### src/rtl/vend_coin_arbiter_if.sv
// Coin-side, dispenser-side and status signals of the vending coin arbiter.
// master = coin acceptors / dispenser / hopper side, slave = the arbiter.
interface vend_coin_arbiter_if #(
  parameter int NUM_SLOTS = 2,
  parameter int CREDIT_W  = 4
);
  logic [NUM_SLOTS-1:0]   coin_valid;
  logic [2*NUM_SLOTS-1:0] coin_value;
  logic [NUM_SLOTS-1:0]   coin_ready;
  logic                   dispense_valid;
  logic                   dispense_ready;
  logic                   change_pulse;
  logic [CREDIT_W-1:0]    credit;
  logic                   busy;

  modport master (
    output coin_valid, coin_value, dispense_ready,
    input  coin_ready, dispense_valid, change_pulse, credit, busy
  );

  modport slave (
    input  coin_valid, coin_value, dispense_ready,
    output coin_ready, dispense_valid, change_pulse, credit, busy
  );
endinterface

### src/rtl/vend_coin_arbiter.sv
// Round-robin coin arbiter, credit accumulator, dispense handshake, change return; VEND_TIMEOUT_EN adds idle refund.
// Latency: price-completing coin -> dispense_valid next cycle; change pulses start the cycle after the handshake.
// Backpressure: dispense_valid held until dispense_ready; coin_ready is 0 whenever not in COLLECT.
module vend_coin_arbiter #(
  parameter int NUM_SLOTS      = 2,
  parameter int PRICE          = 4,
  parameter int CREDIT_W       = 4,
  parameter int TIMEOUT_CYCLES = 16
) (
  input  logic                clk,
  input  logic                reset,
  vend_coin_arbiter_if.slave  bus
);

  localparam int                PTR_W   = (NUM_SLOTS > 1) ? $clog2(NUM_SLOTS) : 1;
  localparam logic [PTR_W:0]    SLOTS_W = NUM_SLOTS[PTR_W:0];
  localparam logic [CREDIT_W:0] PRICE_W = PRICE[CREDIT_W:0];
  localparam logic [CREDIT_W-1:0] PRICE_C = PRICE[CREDIT_W-1:0];

  if (NUM_SLOTS < 1 || NUM_SLOTS > 8 || PRICE < 1 || PRICE > (1 << CREDIT_W) - 4 ||
      TIMEOUT_CYCLES < 1) begin : g_bad_param
    $error("vend_coin_arbiter: parameter out of range");
  end

  typedef enum logic [1:0] {
    COLLECT  = 2'd0,
    DISPENSE = 2'd1,
    CHANGE   = 2'd2
  } state_e;

  state_e              state_q, state_d;
  logic [CREDIT_W-1:0] credit_q, credit_d;
  logic [PTR_W-1:0]    rr_ptr_q, rr_ptr_d;
  logic                dispense_valid_q;
  logic                change_pulse_q;
  logic                busy_q;

`ifdef VEND_TIMEOUT_EN
  localparam int           TO_W    = $clog2(TIMEOUT_CYCLES) + 1;
  localparam logic [TO_W-1:0] TO_LAST = TO_W'(TIMEOUT_CYCLES - 1);
  logic [TO_W-1:0] to_cnt_q, to_cnt_d;
`endif

  logic                gnt_found;
  logic [PTR_W-1:0]    gnt_idx;
  logic [PTR_W:0]      cand;
  logic [PTR_W:0]      nxt_sum;
  logic [1:0]          gnt_val;
  logic                accept;
  logic [CREDIT_W:0]   credit_sum;
  logic [CREDIT_W-1:0] credit_sub;

  // Descending scan so the smallest offset from rr_ptr is the last (winning) assignment.
  always_comb begin
    gnt_found = 1'b0;
    gnt_idx   = '0;
    cand      = '0;
    for (int i = NUM_SLOTS - 1; i >= 0; i--) begin
      cand = {1'b0, rr_ptr_q} + (PTR_W+1)'(i);
      if (cand >= SLOTS_W) cand = cand - SLOTS_W;
      if (bus.coin_valid[cand[PTR_W-1:0]]) begin
        gnt_found = 1'b1;
        gnt_idx   = cand[PTR_W-1:0];
      end
    end

    nxt_sum = {1'b0, gnt_idx} + (PTR_W+1)'(1);
    if (nxt_sum >= SLOTS_W) nxt_sum = '0;

    gnt_val = '0;
    for (int i = 0; i < NUM_SLOTS; i++) begin
      if (PTR_W'(i) == gnt_idx) gnt_val = bus.coin_value[2*i +: 2];
    end

    accept     = (state_q == COLLECT) && gnt_found;
    credit_sum = {1'b0, credit_q} + (CREDIT_W+1)'(gnt_val);
    credit_sub = credit_sum[CREDIT_W-1:0] - PRICE_C;
  end

  always_comb begin
    state_d  = state_q;
    credit_d = credit_q;
    rr_ptr_d = rr_ptr_q;
`ifdef VEND_TIMEOUT_EN
    to_cnt_d = '0;
`endif
    case (state_q)
      COLLECT: begin
        if (accept) begin
          rr_ptr_d = nxt_sum[PTR_W-1:0];
          if (credit_sum >= PRICE_W) begin
            credit_d = credit_sub;
            state_d  = DISPENSE;
          end else begin
            credit_d = credit_sum[CREDIT_W-1:0];
          end
        end
`ifdef VEND_TIMEOUT_EN
        // A coin arriving on the expiry cycle takes priority over the refund.
        if (accept || credit_q == '0) begin
          to_cnt_d = '0;
        end else if (to_cnt_q == TO_LAST) begin
          to_cnt_d = '0;
          state_d  = CHANGE;
        end else begin
          to_cnt_d = to_cnt_q + TO_W'(1);
        end
`endif
      end
      DISPENSE: begin
        if (bus.dispense_ready) state_d = (credit_q != '0) ? CHANGE : COLLECT;
      end
      CHANGE: begin
        if (credit_q <= CREDIT_W'(1)) begin
          credit_d = '0;
          state_d  = COLLECT;
        end else begin
          credit_d = credit_q - CREDIT_W'(1);
        end
      end
      default: state_d = COLLECT;
    endcase
  end

  always_ff @(posedge clk) begin
    if (!reset) begin
      state_q          <= COLLECT;
      credit_q         <= '0;
      rr_ptr_q         <= '0;
      dispense_valid_q <= 1'b0;
      change_pulse_q   <= 1'b0;
      busy_q           <= 1'b0;
`ifdef VEND_TIMEOUT_EN
      to_cnt_q         <= '0;
`endif
    end else begin
      state_q          <= state_d;
      credit_q         <= credit_d;
      rr_ptr_q         <= rr_ptr_d;
      dispense_valid_q <= (state_d == DISPENSE);
      change_pulse_q   <= (state_d == CHANGE);
      busy_q           <= (state_d != COLLECT);
`ifdef VEND_TIMEOUT_EN
      to_cnt_q         <= to_cnt_d;
`endif
    end
  end

  assign bus.coin_ready     = accept ? (NUM_SLOTS'(1) << gnt_idx) : '0;
  assign bus.dispense_valid = dispense_valid_q;
  assign bus.change_pulse   = change_pulse_q;
  assign bus.credit         = credit_q;
  assign bus.busy           = busy_q;

endmodule

### src/flat_wrapper.sv
// flat-port wrapper written by rule: the top's interface ports become plain ports
module vend_coin_arbiter_flat 
#(
  parameter int NUM_SLOTS      = 2,
  parameter int PRICE          = 4,
  parameter int CREDIT_W       = 4,
  parameter int TIMEOUT_CYCLES = 16
)
  (clk, reset, bus_coin_valid, bus_coin_value, bus_dispense_ready, bus_coin_ready, bus_dispense_valid, bus_change_pulse, bus_credit, bus_busy);
  vend_coin_arbiter_if #(.NUM_SLOTS(NUM_SLOTS), .CREDIT_W(CREDIT_W)) bus_i ();
  input  logic clk;
  input  logic reset;
  input wire logic [$bits(bus_i.coin_valid)-1:0] bus_coin_valid;
  input wire logic [$bits(bus_i.coin_value)-1:0] bus_coin_value;
  input wire logic [$bits(bus_i.dispense_ready)-1:0] bus_dispense_ready;
  output wire logic [$bits(bus_i.coin_ready)-1:0] bus_coin_ready;
  output wire logic [$bits(bus_i.dispense_valid)-1:0] bus_dispense_valid;
  output wire logic [$bits(bus_i.change_pulse)-1:0] bus_change_pulse;
  output wire logic [$bits(bus_i.credit)-1:0] bus_credit;
  output wire logic [$bits(bus_i.busy)-1:0] bus_busy;
  assign bus_i.coin_valid = bus_coin_valid;
  assign bus_i.coin_value = bus_coin_value;
  assign bus_i.dispense_ready = bus_dispense_ready;
  assign bus_coin_ready = bus_i.coin_ready;
  assign bus_dispense_valid = bus_i.dispense_valid;
  assign bus_change_pulse = bus_i.change_pulse;
  assign bus_credit = bus_i.credit;
  assign bus_busy = bus_i.busy;
  vend_coin_arbiter #(.NUM_SLOTS(NUM_SLOTS), .PRICE(PRICE), .CREDIT_W(CREDIT_W), .TIMEOUT_CYCLES(TIMEOUT_CYCLES)) u_core (.clk(clk), .reset(reset), .bus(bus_i));
endmodule
### config.mk
export PLATFORM = sky130hd
export DESIGN_NAME = vend_coin_arbiter_flat
export DESIGN_NICKNAME = d
export VERILOG_FILES = /design/src/rtl/vend_coin_arbiter_if.sv /design/src/rtl/vend_coin_arbiter.sv /design/src/flat_wrapper.sv
export SDC_FILE = /design/constraint.sdc
export NUM_CORES = 1
export LEC_CHECK = 0
export CAP_MARGIN = 15
export CORE_MARGIN = 2
export CORE_UTILIZATION = 35
export DETAILED_ROUTE_END_ITERATION = 10
export PLACE_DENSITY = 0.64
export RECOVER_POWER = 50
export SLEW_MARGIN = 20
export SYNTH_ARGS = -nofsm -noshare
export SYNTH_HDL_FRONTEND = slang
export SYNTH_SLANG_ARGS = --single-unit
### constraint.sdc
create_clock -name clk -period 3.2 [get_ports clk]
set_input_delay 0.96 -clock clk [delete_from_list [all_inputs] [get_ports clk]]
set_output_delay 0.96 -clock clk [all_outputs]
set_load 0.01 [all_outputs]
; ---- After elaboration in Yosys (flattened, before gate mapping)
; Index checks and enable logic that the tools add are counted.
; W data, S select, Z words.
[word_totals]
word_cells = 56
in_bits = 9
regBits = 10
output_inout_bits = 9
[classes]
n_eq_ne = 5
shift = 1
reduce_logical = 7
mux = 23
n_addsub = 7
magnitude_cmp = 7
[op_table]
columns = op, n
row1 = $mux W2, 7
row2 = $mux W4, 3
row3 = $mux W1, 11
row4 = $pmux W4 S2, 1
row5 = $pmux W2 S3, 1
row6 = $add A4 B2 Y5, 1
row7 = $ge A5 B3 Y1 const B, 1
row8 = $add A1 B1 Y2 const B, 2
row9 = $eq A2 B1 Y1 const B, 2
row10 = $eq A2 B2 Y1 const B, 2
row11 = $ge A2 B2 Y1 const B, 2
row12 = $le A4 B1 Y1 const B, 1
row13 = $lt A1 B2 Y1 const B, 2
row14 = $reduce_and A2 Y1, 2
row15 = $reduce_bool A2 Y1, 2
row16 = $reduce_bool A4 Y1, 1
row17 = $sub A4 B1 Y4 const B, 1
row18 = $sub A4 B3 Y4 const B, 1
row19 = $ge A1 B2 Y1 const B, 1
row20 = $logic_not A2 Y1, 1
row21 = $ne A2 B1 Y1 const B, 1
row22 = $shl A1 B1 Y2 const A, 1
row23 = $sub A1 B1 Y1 const B, 2
row24 = $logic_and A1 B1 Y1, 1

; ---- Logic depth before layout (Yosys ltp)
[depth]
ltp_word = 14
ltp_mapped = 12
mapped_depth_nobuf = 12

; ---- Least setup slack after synthesis
; No wires, ideal clock.
[synth_path]
kind = input to register
start = input bus_coin_valid[0]
end = register u_core.busy_q, in the netlist u_core.bus.busy
setup_time_ns = 0.120
cell_stages = 10
arrival_time_ns = 3.312
slack_ns = -0.231
n_path_buf = 0
required_ns = 3.080
cell_sequence = inv_1 > o21ai_0 > mux2_2 > ha_1 > fa_1 > xor2_1 > ha_1 > nor3b_1 > or3_4 > a211o_1
[synth_via]
elab_chain_cells = 11
elab_cells_between_ends = 16
cone_classes = add/sub (1) / order compare (1) / mux (12) / reduce/logical (2)
[synth_rtl]
columns = element, line_no
row1 = start: declaration, flat_wrapper.sv:13  ; input wire logic [$bits(bus_i.coin_valid)-1:0] bus_coin_valid;
row2 = $mux W1 (implied by the code) (2 in series), vend_coin_arbiter.sv:61  ; if (bus.coin_valid[cand[PTR_W-1:0]]) begin
row3 = $mux W1 (2 in series), vend_coin_arbiter.sv:61
row4 = $mux W2, vend_coin_arbiter.sv:72  ; if (PTR_W'(i) == gnt_idx) gnt_val = bus.coin_value[2*i +: 2];
row5 = $add A4 B2 Y5, vend_coin_arbiter.sv:76  ; credit_sum = {1'b0, credit_q} + (CREDIT_W+1)'(gnt_val);
row6 = $ge A5 B3 Y1, vend_coin_arbiter.sv:91  ; if (credit_sum >= PRICE_W) begin
row7 = $mux W2, vend_coin_arbiter.sv:91
row8 = $mux W2 (*), vend_coin_arbiter.sv:89  ; if (accept) begin
row9 = $pmux W2 S3 (*), vend_coin_arbiter.sv:87  ; case (state_q)
row10 = $reduce_bool A2 Y1 (*), vend_coin_arbiter.sv:142  ; busy_q <= (state_d != COLLECT);
row11 = end signal: assignment, vend_coin_arbiter.sv:142
row12 = end: declaration, vend_coin_arbiter.sv:36  ; logic busy_q;
; Every way passes the cells marked *; elsewhere a longest branch is shown, timed or not. The select of a mux whose other input is x is not followed.
; A chain may end at the register's enable or synchronous reset.

; ---- Final worst setup path
[layout_path]
start = input bus_coin_valid[1]
end = output bus_coin_ready[1]
[layout_via]
elab_chain_cells = 6
elab_cells_between_ends = 11
cone_classes = shift (1) / mux (9) / reduce/logical (1)
[layout_rtl]
columns = element, line_no
row1 = $mux W1 (implied by the code) (2 in series), vend_coin_arbiter.sv:61
row2 = $mux W1 (2 in series), vend_coin_arbiter.sv:61
row3 = $shl A1 B1 Y2 or $logic_and A1 B1 Y1 (tied branches), "vend_coin_arbiter.sv:149, vend_coin_arbiter.sv:75"
row4 = $mux W2 (*), vend_coin_arbiter.sv:149  ; assign bus.coin_ready = accept ? (NUM_SLOTS'(1) << gnt_idx) : '0;
row5 = end: declaration, flat_wrapper.sv:16  ; output wire logic [$bits(bus_i.coin_ready)-1:0] bus_coin_ready;
; Marked as above.

==> results.json <==
{
  "status": "complete, no violations",
  "cts_tree": "yes",
  "synthCells": 83,
  "fillers": 197,
  "num_rows": 16,
  "maxSlewHeadroom_pct": 69.3,
  "nets": 125,
  "vias": 684,
  "fin_crit_sh_pct": 97.4,
  "p_leak_nw": 0.470,
  "fin_skew_ns": 0.00632,
  "tns_ns": 0,
  "drive_gt1_share_pct": 22.0,
  "die_h_um": 49.2,
  "worst-setup-path-type": "input pin to output port",
  "clock.fmax_mhz": 321,
  "via_per_inst": 5.03,
  "post_drt_wl_per_cell_um": 11.5,
  "grt_overflow_total": 0,
  "hold_class": "flop to flop",
  "required_ns": 2.24,
  "vdd_drop_max_v": 0.000501,
  "clk_latency_ns": 0.27,
  "cts_max_level": 1,
  "dp_hpwl_um": 1220,
  "drcViolationCount": 0,
  "cp_max_fo": 3,
  "grt_max_degree": 11,
  "diodes": 0,
  "worstSetupStartpointType": "input pin",
  "syn_area_per_cell_um2": 8.62,
  "finalSetupViolCount": 0,
  "maxCapViolations": 0,
  "initial_utilization_pct": 36.9,
  "hold_viol": 0,
  "grt_pass1_vias": 658,
  "grt_usage_pct": 14.3,
  "syn_area_um2": 716,
  "cts.sinks": 10,
  "hold_buffers": 0,
  "dieWidth_um": 49.2,
  "syn-num-nets": 98,
  "ys_types": 35,
  "placed_area_um2": 976,
  "grt_pass1_wl_um": 2690,
  "final_core_util_pct": 52.6,
  "area_growth_syn_to_layout_pct": 42.7,
  "yosys_warnings": 0,
  "pin_count": 18,
  "worstMarginPinSlew_ns": 0.454,
  "gp_congestion": 0.790,
  "critPathCaptureType": "output port",
  "rsz0062_at_grt": "no",
  "ant_nets": 0,
  "powerDensity_mw_per_mm2": 843,
  "antenna_found_initial": 0,
  "core_area_mm2": 0.00194,
  "arrival_ns": 2.16,
  "slew_violations": 0,
  "die_area_mm2": 0.00242,
  "final_area_mm2": 0.00102,
  "numPortBuffers": 17,
  "cts_buffers": 3,
  "root_buffer": "clkbuf_4",
  "synth_seq_cells": 10,
  "wl_um": 1570,
  "drt_iter0_markers": 12,
  "cts_max_path_buffers": 2,
  "layout_min_cycle_time_ns": 3.12,
  "dr.pass1.iters": 4,
  "clk_pin_slew_ns": 0.07,
  "seq_area_frac_synth_pct": 28.0
}
per-layer routing:
metal	global-route usage, %	share of wire, %
met1	18.3	51
met2	22.7	46
met3	2.76	2.0
met4	7.14	0.64
met5	0	0
synthesized netlist by cell type, drive strengths merged:
cell / instances / area share, %
mux2: 2 / 3.1
a22oi: 2 / 2.1
inv: 5 / 2.6
or3: 1 / 1.6
nor3: 4 / 2.8
nand3: 1 / 0.70
a21o: 3 / 3.1
buf: 3 / 3.3
a211o: 1 / 1.2
nand2: 7 / 3.7
o21ai: 7 / 4.9
fa: 1 / 2.8
o21a: 1 / 1.0
or2: 1 / 0.87
a31oi: 1 / 0.87
nor2: 5 / 2.6
o211a: 2 / 2.8
a211oi: 1 / 1.0
a2111o: 1 / 1.6
nand2b: 1 / 1.9
xor2: 3 / 3.7
ha: 5 / 8.7
a21boi: 1 / 1.0
nor3b: 1 / 1.0
and2: 2 / 2.1
nor4bb: 1 / 1.4
mux2i: 1 / 1.4
a21oi: 8 / 6.6
o311ai: 1 / 1.2
dfxtp: 10 / 28
sequential cells by signal, indices dropped and copies added, names as in the netlist:
name and cells:
u_core.bus.busy 1, u_core.bus.credit 4, u_core.bus.change_pulse 1, u_core.bus.dispense_valid 1
u_core.state_q 2, u_core.rr_ptr_q 1
critical path, stage by stage:
cell,delay [ns]
dlygate4sd2_1,0.26
o21ai_4,0.09
buf_4,0.14
nor3_1,0.14
clkdlybuf4s50_1,0.56
per-stage QoR:
step           setup slack, ns  total power, mW  hold WS, ns  std cells
2_1_floorplan           0.0161            0.574        0.514         83
3_3_place_gp            -0.582            0.747        0.542        131
3_5_place_dp            -0.610            0.749        0.548        131
4_1_cts                 0.0101            0.874        0.581        135
5_1_grt                0.00118            0.938        0.613        136
6_report                0.0834            0.860        0.570        136
worst paths after layout:
| kind | cells after the start | slack, ns | start | endpoint |
|---|---|---|---|---|
| hold / removal | 2 | 0.57 | u_core.rr_ptr_q$_SDFFE_PN0P_ | u_core.rr_ptr_q$_SDFFE_PN0P_ |
| setup reg to reg | 9 | 0.61 | u_core.rr_ptr_q$_SDFFE_PN0P_ | u_core.bus.busy$_SDFF_PN0_ |
| setup / recovery | 5 | 0.08 | bus_coin_valid[1] | bus_coin_ready[1] |
| hold reg to reg | 2 | 0.57 | u_core.rr_ptr_q$_SDFFE_PN0P_ | u_core.rr_ptr_q$_SDFFE_PN0P_ |
timing repair:
item / CTS / global route
gates resized for setup: 5 / 2
endpoints found under the hold margin: 0 / 0
gates cloned: 0 / 0
setup buffers: 0 / 1
pin swaps: 2 / 1
setup endpoints to repair: 7 / 5
layout by cell type, fill, tap and decap left out, types with 2 or more instances in the layout:
master            n
o211a_1           2
clkdlybuf4s50_1   9
buf_4             7
mux2_4            2
a21oi_1           6
nand2_1           7
xor2_1            3
nor3_1            4
dlygate4sd3_1     6
o21ai_1           2
dfxtp_1          10
nor2_1            5
a22oi_1           2
a21oi_2           2
inv_1             4
clkbuf_4          3
ha_1              4
o21ai_0           4
a21o_1            3
report_power, final:
part / internal (mW) / leakage, nW / switching, mW
Clock: 0.0691 / 0.0210 / 0.0489
Combinational: 0.277 / 0.367 / 0.220
Sequential: 0.170 / 0.0824 / 0.0749
cell families after synthesis:
| kind of cell | count (synthesis) | synth area share, % |
|---|---|---|
| flip-flops | 10 | 28.0 |
| multiplexers | 3 | 4.55 |
| buffers and inverters | 8 | 5.94 |
| AND/OR/NAND/NOR | 24 | 18.7 |
| adder cells (fa/ha/maj) | 6 | 11.5 |
| AO/OA/AOI/OAI | 29 | 27.6 |
| XOR/XNOR | 3 | 3.67 |
area by class of cell:
class	instances	area [µm²]	area share [%]
timing repair buffer	25	220	21.6
multi-input combinational	65	512	50.1
inverter	5	18.8	1.84
sequential	10	200	19.6
tap	27	33.8	3.31
clock buffer	4	36.3	3.55
Power figures use the tool's default switching activity.
